===== config.mk =====
export PLATFORM = sky130hd
export DESIGN_NAME = stream_rr_arbiter
export DESIGN_NICKNAME = d
export VERILOG_FILES = /design/src/rtl/stream_rr_arbiter.sv
export SDC_FILE = /design/constraint.sdc
export NUM_CORES = 1
export LEC_CHECK = 0
export BUFFER_PORTS_ARGS = -buffer_cell sky130_fd_sc_hd__buf_2
export CORE_MARGIN = 2
export CORE_UTILIZATION = 37
export CTS_CLUSTER_SIZE = 30
export DETAILED_ROUTE_END_ITERATION = 6
export GPL_TIMING_DRIVEN = 0
export PLACE_DENSITY = 0.8
export SETUP_SLACK_MARGIN = 0.1
export SLEW_MARGIN = 30
export SYNTH_ARGS = -nofsm -noshare
export SYNTH_HDL_FRONTEND = slang
export SYNTH_SLANG_ARGS = --single-unit

===== constraint.sdc =====
create_clock -name clk -period 1.8 [get_ports clk]
set_input_delay 0.09 -clock clk [delete_from_list [all_inputs] [get_ports clk]]
set_output_delay 0.09 -clock clk [all_outputs]
set_load 0.02 [all_outputs]

===== src/rtl/stream_rr_arbiter.sv =====
// -----------------------------------------------------------------------------
// stream_rr_arbiter
//
// Round-robin arbiter that shares one valid/ready stream sink among NUM_REQ
// requesters. A requester is granted for a burst that ends on its req_last
// beat or after MAX_BURST beats, whichever comes first. The granted channel is
// passed combinationally to the sink. The next search starts at the requester
// after the one just served. Every pair of grants is separated by one IDLE
// cycle.
//
// Parameters
//   NUM_REQ     number of requesters (2..8)
//   DATA_WIDTH  beat width in bits
//   MAX_BURST   maximum beats per grant (1..255)
//
// Ports
//   clk              sole clock, rising edge
//   reset            synchronous, active-high
//   req_valid        per-requester beat valid
//   req_data         requester i occupies [i*DATA_WIDTH +: DATA_WIDTH]
//   req_last         per-requester final beat of burst
//   req_ready        per-requester accept (only the granted one can be 1)
//   stream_in_valid  beat valid to sink
//   stream_in_data   beat data to sink
//   stream_in_ready  accept from sink
//   grant_id         current or most recent granted requester
//   busy             1 while a grant is active
//   grant_count      (STREAM_RR_ARBITER_STATS_EN only) saturating grant count
//
// Configuration
//   Define STREAM_RR_ARBITER_STATS_EN to add the grant_count output.
// -----------------------------------------------------------------------------
module stream_rr_arbiter #(
    parameter int NUM_REQ    = 4,
    parameter int DATA_WIDTH = 8,
    parameter int MAX_BURST  = 4
) (
    input  logic                          clk,
    input  logic                          reset,
    input  logic [NUM_REQ-1:0]            req_valid,
    input  logic [NUM_REQ*DATA_WIDTH-1:0] req_data,
    input  logic [NUM_REQ-1:0]            req_last,
    output logic [NUM_REQ-1:0]            req_ready,
    output logic                          stream_in_valid,
    output logic [DATA_WIDTH-1:0]         stream_in_data,
    input  logic                          stream_in_ready,
    output logic [$clog2(NUM_REQ)-1:0]    grant_id,
    output logic                          busy
`ifdef STREAM_RR_ARBITER_STATS_EN
    ,
    output logic [15:0]                   grant_count
`endif
);

    localparam int ID_W = $clog2(NUM_REQ);

    typedef enum logic {
        IDLE  = 1'b0,
        GRANT = 1'b1
    } state_t;

    state_t          state;
    state_t          state_nxt;
    logic [ID_W-1:0] rr_ptr;
    logic [7:0]      beat_cnt;

    logic [ID_W-1:0] winner;
    logic            win_found;
    logic            sel_valid;
    logic            sel_last;
    logic            beat;
    logic            burst_end;

    // -------------------------------------------------------------------------
    // Round-robin search. Requesters at or above rr_ptr take priority over
    // those below it; within each group the lowest index wins. That is the
    // same as scanning upward from rr_ptr with wrap-around.
    // -------------------------------------------------------------------------
    logic [ID_W-1:0] win_hi;
    logic [ID_W-1:0] win_lo;
    logic            found_hi;
    logic            found_lo;

    always_comb begin
        // NOTE: every variable gets a default before any conditional
        // assignment, so the block stays purely combinational (no latches).
        win_hi   = '0;
        win_lo   = '0;
        found_hi = 1'b0;
        found_lo = 1'b0;
        // Scanning downward lets the lowest matching index overwrite last.
        for (int j = NUM_REQ - 1; j >= 0; j--) begin
            if (req_valid[j]) begin
                if (ID_W'(j) >= rr_ptr) begin
                    win_hi   = ID_W'(j);
                    found_hi = 1'b1;
                end else begin
                    win_lo   = ID_W'(j);
                    found_lo = 1'b1;
                end
            end
        end
        winner    = found_hi ? win_hi : win_lo;
        win_found = found_hi | found_lo;
    end

    // -------------------------------------------------------------------------
    // Select the granted channel's signals.
    // -------------------------------------------------------------------------
    always_comb begin
        sel_valid      = 1'b0;
        sel_last       = 1'b0;
        stream_in_data = '0;
        for (int j = 0; j < NUM_REQ; j++) begin
            if (grant_id == ID_W'(j)) begin
                sel_valid      = req_valid[j];
                sel_last       = req_last[j];
                stream_in_data = req_data[j*DATA_WIDTH +: DATA_WIDTH];
            end
        end
    end

    // -------------------------------------------------------------------------
    // FSM: state register
    // -------------------------------------------------------------------------
    always_ff @(posedge clk) begin
        // NOTE: sequential state uses non-blocking assignments so that every
        // flop samples pre-edge values regardless of block ordering.
        if (reset) begin
            state <= IDLE;
        end else begin
            state <= state_nxt;
        end
    end

    // -------------------------------------------------------------------------
    // FSM: next-state logic
    // -------------------------------------------------------------------------
    always_comb begin
        state_nxt = state;
        unique case (state)
            IDLE:    if (win_found) state_nxt = GRANT;
            GRANT:   if (burst_end) state_nxt = IDLE;
            default: state_nxt = IDLE;
        endcase
    end

    // -------------------------------------------------------------------------
    // FSM: outputs. Reset gates the handshake outputs at once, even while the
    // state register still shows GRANT.
    // -------------------------------------------------------------------------
    always_comb begin
        stream_in_valid = 1'b0;
        req_ready       = '0;
        if (state == GRANT && !reset) begin
            stream_in_valid = sel_valid;
            for (int j = 0; j < NUM_REQ; j++) begin
                req_ready[j] = (grant_id == ID_W'(j)) & stream_in_ready;
            end
        end
    end

    assign busy = (state == GRANT);

    // A beat with req_last, or the MAX_BURST-th beat, closes the burst. When
    // both conditions hit on the same beat it is still a single burst end.
    assign beat      = stream_in_valid & stream_in_ready;
    assign burst_end = beat & (sel_last | (beat_cnt == 8'(MAX_BURST - 1)));

    // -------------------------------------------------------------------------
    // Grant bookkeeping
    // -------------------------------------------------------------------------
    always_ff @(posedge clk) begin
        if (reset) begin
            rr_ptr   <= '0;
            grant_id <= '0;
            beat_cnt <= '0;
        end else begin
            if (state == IDLE) begin
                if (win_found) begin
                    grant_id <= winner;
                    beat_cnt <= '0;
                end
            end else begin
                if (beat) begin
                    beat_cnt <= beat_cnt + 8'd1;
                end
                if (burst_end) begin
                    rr_ptr <= (grant_id == ID_W'(NUM_REQ - 1)) ? '0 : grant_id + 1'b1;
                end
            end
        end
    end

`ifdef STREAM_RR_ARBITER_STATS_EN
    // Counts IDLE->GRANT transitions and saturates at all-ones.
    always_ff @(posedge clk) begin
        if (reset) begin
            grant_count <= '0;
        end else if (state == IDLE && win_found && grant_count != 16'hFFFF) begin
            grant_count <= grant_count + 16'd1;
        end
    end
`endif

endmodule


# [Yosys cells after proc, flatten, opt, wreduce, memory -nomap -nowiden]
# Index checks and enable logic that the tools add are counted.
[classes] n_reduce_logical=7 order_cmp=4 add_sub_neg=2 mux=54 n_shift=0 bitwise_logic=9 div=0 n_eq_ne=5 n_mul=0
[op_table] operator="8-bit 2-to-1 mux" count=7
[op_table] operator="2-bit 2-to-1 mux" count=18
[op_table] operator="1-bit 2-to-1 mux" count=27
[op_table] operator="8-bit by 1-bit adder with 8-bit output (second input constant)" count=1
[op_table] operator="8-bit by 2-bit equality test with 1-bit output (second input constant)" count=1
[op_table] operator="1-bit bitwise AND" count=6
[op_table] operator="2-bit AND reduction" count=3
[op_table] operator="2-bit equality test (second input constant)" count=2
[op_table] operator="1-bit by 2-bit greater-or-equal comparator with 1-bit output (first input constant)" count=2
[op_table] operator="2-bit greater-or-equal comparator (first input constant)" count=2
[op_table] operator="4-bit 2-to-1 mux" count=1
[op_table] operator="2-bit by 1-bit adder with 2-bit output (second input constant)" count=1
[op_table] operator="2-bit by 1-bit equality test with 1-bit output (second input constant)" count=1
[op_table] operator="2-bit zero test" count=1
[op_table] operator="2-bit by 1-bit != test with 1-bit output (second input constant)" count=1
[op_table] operator="1-bit OR" count=2
[op_table] operator="1-bit one-hot mux with 2 select lines" count=1
[op_table] operator="2-bit nonzero test" count=1
[op_table] operator="1-bit logical AND" count=1
[op_table] operator="1-bit zero test" count=1
[op_table] operator="1-bit NOT" count=1
[word_totals] latch_bits=0 n_memories=0 word_cells=85 ram_bits=0 out_inout_bits=16 ff_bits=13 romBits=0

# [Depth between registers and ports, before layout]
[depth] word_depth=12 depth_mapped=8 depth_no_buf=6

# [Worst setup path after synthesis]
# OpenSTA, ideal clock, no wires.
[synth_path] kind="register to output" startpoint="register grant_id[1]" endpoint="output port stream_in_data[6]" arrival_time_ns=1.930 path_slack_ns=-0.220 path_stages_with_launch=9 path_cell_list="dfxtp_1 inv_1 ha_1 buf_2 clkbuf_1 nand3b_1 a21oi_1 a21oi_1 o21ai_0"
[synth_between] elab_chain_len=5 word_cells_on_any_way=8
[synth_rtl] item="start, declared" line="47" text="output logic [$clog2(NUM_REQ)-1:0] grant_id,"
[synth_rtl] item="start signal, assigned" line="181" text="grant_id <= winner;"
[synth_rtl] item="2-bit zero test" line="115" text="if (grant_id == ID_W'(j)) begin"
[synth_rtl] item="8-bit 2-to-1 mux (3 in a row)" line="115"
[synth_rtl] item="8-bit 2-to-1 mux (*)" line="115"
[synth_rtl] item="end, declared" line="45" text="output logic [DATA_WIDTH-1:0] stream_in_data,"
# Mark *: on every way between the ends. The rest lies on a longest branch, timed or not.

# [Worst setup path after layout]
[layout_path] startpoint="register grant_id[1]" endpoint="output port stream_in_data[1]"
# Same word-level chain as after synthesis.

==> metrics list <==
* Worst-Margin Slew: 478.7 ps
- Multiplexer share of the synthesized area: 0.01796
- Total negative setup slack: -282.9 ps
* Global-route usage over all layers: 0.2351
* First-pass GRT wire length: 7514 microns
* Wl on met1: 1927 microns
- Pwr Density: 555.4 mW/mm^2
- In this run, the number of DRC markers left after iteration 0 of detailed routing was 131.
- Count of flip-flops with a built-in enable after synthesis: 0
- Area of the multi-input gates: 0.001052 sq mm
* Number of max-slew violations in the final report: 0
- Clock skew after layout: 2.583 ps
- Worst min path class: primary input to register
- STA classifies the critical path endpoint as an output pin.
* Startpoint type of the worst setup path: register
- In the final layout, the share of cells above drive strength 1 is 0.5139.
* Layout overhead on the synthesized area: 65.37%
- Max-cap violations in this run came to 0.
* FF-to-FF End: rr_ptr[1]$_SDFFE_PP0P_
- Hold Crit Depth: 2
- Worst R2R Start: grant_id[1]$_SDFFE_PP0P_
- After detailed routing, the met2 layer carries 2238 microns of wire.
* Boundary pin count: 59
* Post-synthesis instance area: 0.001254 sq mm
- Routed wire per std cell: 15.98 microns
* Worst setup slack after layout: -44.06 ps
- Clock-pin slew of the registers on the worst-case setup and hold paths: 90 ps
- The share of the Yosys chip area taken by registers is 0.2076.
- Xor and xnor area share after synthesis: 0
- The tree is rooted in a sky130_fd_sc_hd__clkbuf_4.
- For this configuration, the core starts out at a cell density of 0.3817.
- In this run, CTS created clock tree buffers numbering 3.
- Type of the worst setup path: register to output pin
- Of the available clock period, the critical path in the final layout requires 1.024.
- Worst endpoint data arrival time: 1750 ps
- Required time of the critical path: 1710 ps
- Entering global routing, the biggest net connects 11 pins.
- Layout filler cell count: 259
- Most common cell after layout, fill and taps aside: sky130_fd_sc_hd__buf_2
* Final Net Count: 300
- Setup violations remaining at the end of the flow were counted as 8.
* Maximum net fanout on the critical path: 8
- Wire segments on met3 add up to 448 microns in the final route.
- Total inserted antenna cells: 0
* Area fraction in compound gates after synthesis: 0.3234
- Summed over all layers, the global routing overflow is 0.
* Placement row count: 21
- Leakage: 0.8618 nW
- Count of cells along the worst register-to-register path: 6
- For this run, the number of Yosys warnings is 0.
- Half-perimeter wire length of the detailed placement result: 2925 microns
* Maximum buffer depth of the clock tree: 2
- VDD sags by at most 260.3 uV.
- Antenna violations before repair: 0
* Detailed-route vias per instance: 5.724
- The startpoint identified for the worst hold timing path is reset.
- In the synthesized netlist, the number of instances is 171.
* Router iterations before antenna repair: 4
* Placement Setup Slack: -109.0 ps
- Overall die width: 62.21 microns
- Fmax: 542.3 MHz
* Main synth FF type: sky130_fd_sc_hd__dfxtp_1
- Dominant combinational cell family by area after synthesis: compound AO/OA/AOI/OAI gates
- Post-synthesis average cell area: 7.332 sq um
* Commonest cells after routing, fill and taps aside: sky130_fd_sc_hd__buf_2 (50), sky130_fd_sc_hd__buf_4 (24), sky130_fd_sc_hd__nand2_1 (21)
- Uppermost layer routed: met4
- After layout, the minimum clock period comes to 1844 ps.
- Measured against its own limit, the worst slew margin works out to 0.6809.
- TritonCTS built the clock tree.
- Simple-gate portion of the synthesized area: 0.3114
- In this run the standard cell core region covers 0.003284 sq mm.
* Hold Path End: busy$_SDFF_PP0_
* Routability congestion estimate from global placement: 0.8897
- In this run the register-to-register setup slack is -40 ps.
- Total wire length after detailed routing: 4746 microns
- After synthesis, the share of flip-flops with an asynchronous set or reset is 0.
- Synth cell types: 40
* Remaining design rule violation count: 0
- Via count of the first global-routing pass: 1646
- Post-DRT Antenna Nets: 0
- Die Y-Extent: 62.21 microns
* Sequential Area: 267.8 sq um
- Counting flops and latches in the post-synthesis netlist gives 13.
- Failing checks: negative setup slack
* Total number of vias: 1700
- Run status: finished, violations left
- Number of nets produced by synthesis: 219
- Of the total synthesized cell area, the portion taken by full adders, half adders and majority gates is 0.04990.
- The tree built by TritonCTS fans out to 13 sinks.
* Final count of hold timing violations: 0
* Clock latency on the worst-skew pair: 290 ps
- Setup repair after global routing missed its margin: yes
- CTS built an H-tree with a depth of 1.
- Total die area: 0.003870 sq mm
- In this run the tool buffered the top-level ports with 58 buffer cells.
per-stage QoR:
stage	instances	hold slack [ps]	cell area, sq um	total power, mW	utilization
6_report	297	59.30	2073	1.151	0.6312
2_1_floorplan	171	177.7	1301	0.6196	-
4_1_cts	294	48.44	1967	1.069	0.5989
3_3_place_gp	275	340.1	1649	0.7642	0.5021
3_5_place_dp	275	343.9	1649	0.7719	0.5021
5_1_grt	297	57.87	2073	1.201	0.6312
where the power goes:
| part | switching [mW] | internal [mW] |
|---|---|---|
| clock network | 0.110 | 0.0863 |
| logic | 0.337 | 0.306 |
| registers | 0.0145 | 0.298 |
logic make-up after synthesis:
| family | Yosys count |
|---|---|
| multiplexers | 2 |
| AO/OA/AOI/OAI | 60 |
| adder cells (fa/ha/maj) | 5 |
| AND/OR/NAND/NOR | 69 |
| flip-flops | 13 |
| buffers and inverters | 22 |
timing repair:
action | in CTS | in global routing
gates resized for setup | 45 | 18
hold buffers | 0 | 0
cloned | 3 | 1
buffers inserted | 12 | 2
pin swaps | 9 | 9
setup endpoints to repair | 16 | 18
how the worst max path moves through the flow:
stage	slack (ps)	start	end
2_1_floorplan	90	grant_id[0]$_SDFFE_PP0P_	rr_ptr[1]$_SDFFE_PP0P_
3_3_place_gp	-110	grant_id[0]$_SDFFE_PP0P_	rr_ptr[1]$_SDFFE_PP0P_
3_5_place_dp	-110	grant_id[0]$_SDFFE_PP0P_	rr_ptr[1]$_SDFFE_PP0P_
4_1_cts	-30	grant_id[1]$_SDFFE_PP0P_	stream_in_data[6]
5_1_grt	-120	grant_id[1]$_SDFFE_PP0P_	stream_in_data[6]
6_report	-40	grant_id[1]$_SDFFE_PP0P_	stream_in_data[1]
area by class of cell:
type                       instances  area share
multi-input combinational        136      0.5075
timing repair buffer              76      0.2330
sequential                        13      0.1291
buffer                            13     0.07121
tap                               46     0.02776
inverter                           9     0.01871
clock buffer                       4     0.01267
synthesized netlist by cell type, types with 2 or more instances:
| cell type | instances | area share |
|---|---|---|
| sky130_fd_sc_hd__a21oi_1 | 22 | 0.088 |
| sky130_fd_sc_hd__a31oi_1 | 6 | 0.030 |
| sky130_fd_sc_hd__and3_2 | 4 | 0.024 |
| sky130_fd_sc_hd__buf_2 | 3 | 0.012 |
| sky130_fd_sc_hd__buf_6 | 3 | 0.027 |
| sky130_fd_sc_hd__clkbuf_1 | 6 | 0.018 |
| sky130_fd_sc_hd__dfxtp_1 | 13 | 0.21 |
| sky130_fd_sc_hd__ha_1 | 5 | 0.050 |
| sky130_fd_sc_hd__inv_1 | 9 | 0.027 |
| sky130_fd_sc_hd__mux2_2 | 2 | 0.018 |
| sky130_fd_sc_hd__nand2_1 | 22 | 0.066 |
| sky130_fd_sc_hd__nand3_1 | 6 | 0.024 |
| sky130_fd_sc_hd__nand3b_1 | 11 | 0.066 |
| sky130_fd_sc_hd__nand4_1 | 6 | 0.030 |
| sky130_fd_sc_hd__nor2_1 | 5 | 0.015 |
| sky130_fd_sc_hd__nor2b_1 | 3 | 0.015 |
| sky130_fd_sc_hd__nor3_1 | 3 | 0.012 |
| sky130_fd_sc_hd__nor4_1 | 2 | 0.010 |
| sky130_fd_sc_hd__o2111ai_1 | 2 | 0.014 |
| sky130_fd_sc_hd__o211ai_1 | 3 | 0.018 |
| sky130_fd_sc_hd__o21ai_0 | 9 | 0.036 |
| sky130_fd_sc_hd__o311ai_0 | 3 | 0.021 |
| sky130_fd_sc_hd__o311ai_1 | 5 | 0.035 |
| sky130_fd_sc_hd__or4_1 | 2 | 0.012 |
worst max-delay path, cell delays in order (launching register included):
cell and delay, ps:
sky130_fd_sc_hd__dfxtp_4 370, sky130_fd_sc_hd__inv_4 40, sky130_fd_sc_hd__ha_4 170, sky130_fd_sc_hd__buf_6 120, sky130_fd_sc_hd__clkbuf_16 150, sky130_fd_sc_hd__buf_4 140, sky130_fd_sc_hd__nand2_1 60, sky130_fd_sc_hd__a21oi_2 50
sky130_fd_sc_hd__a21oi_1 120, sky130_fd_sc_hd__o21ai_1 80, sky130_fd_sc_hd__buf_4 160
layer usage:
metal,GRT usage,vias to the layer above
met4,0.1000,0
met2,0.4239,100
li1,-,810
met5,0,-
met3,0.03442,11
met1,0.2767,779
registers in the layout, summed over array words and instances (netlist names):
name	flops
beat_cnt	8
rr_ptr	2
grant_id	2
busy	1
No activity file was read; power rests on OpenSTA's default activity.
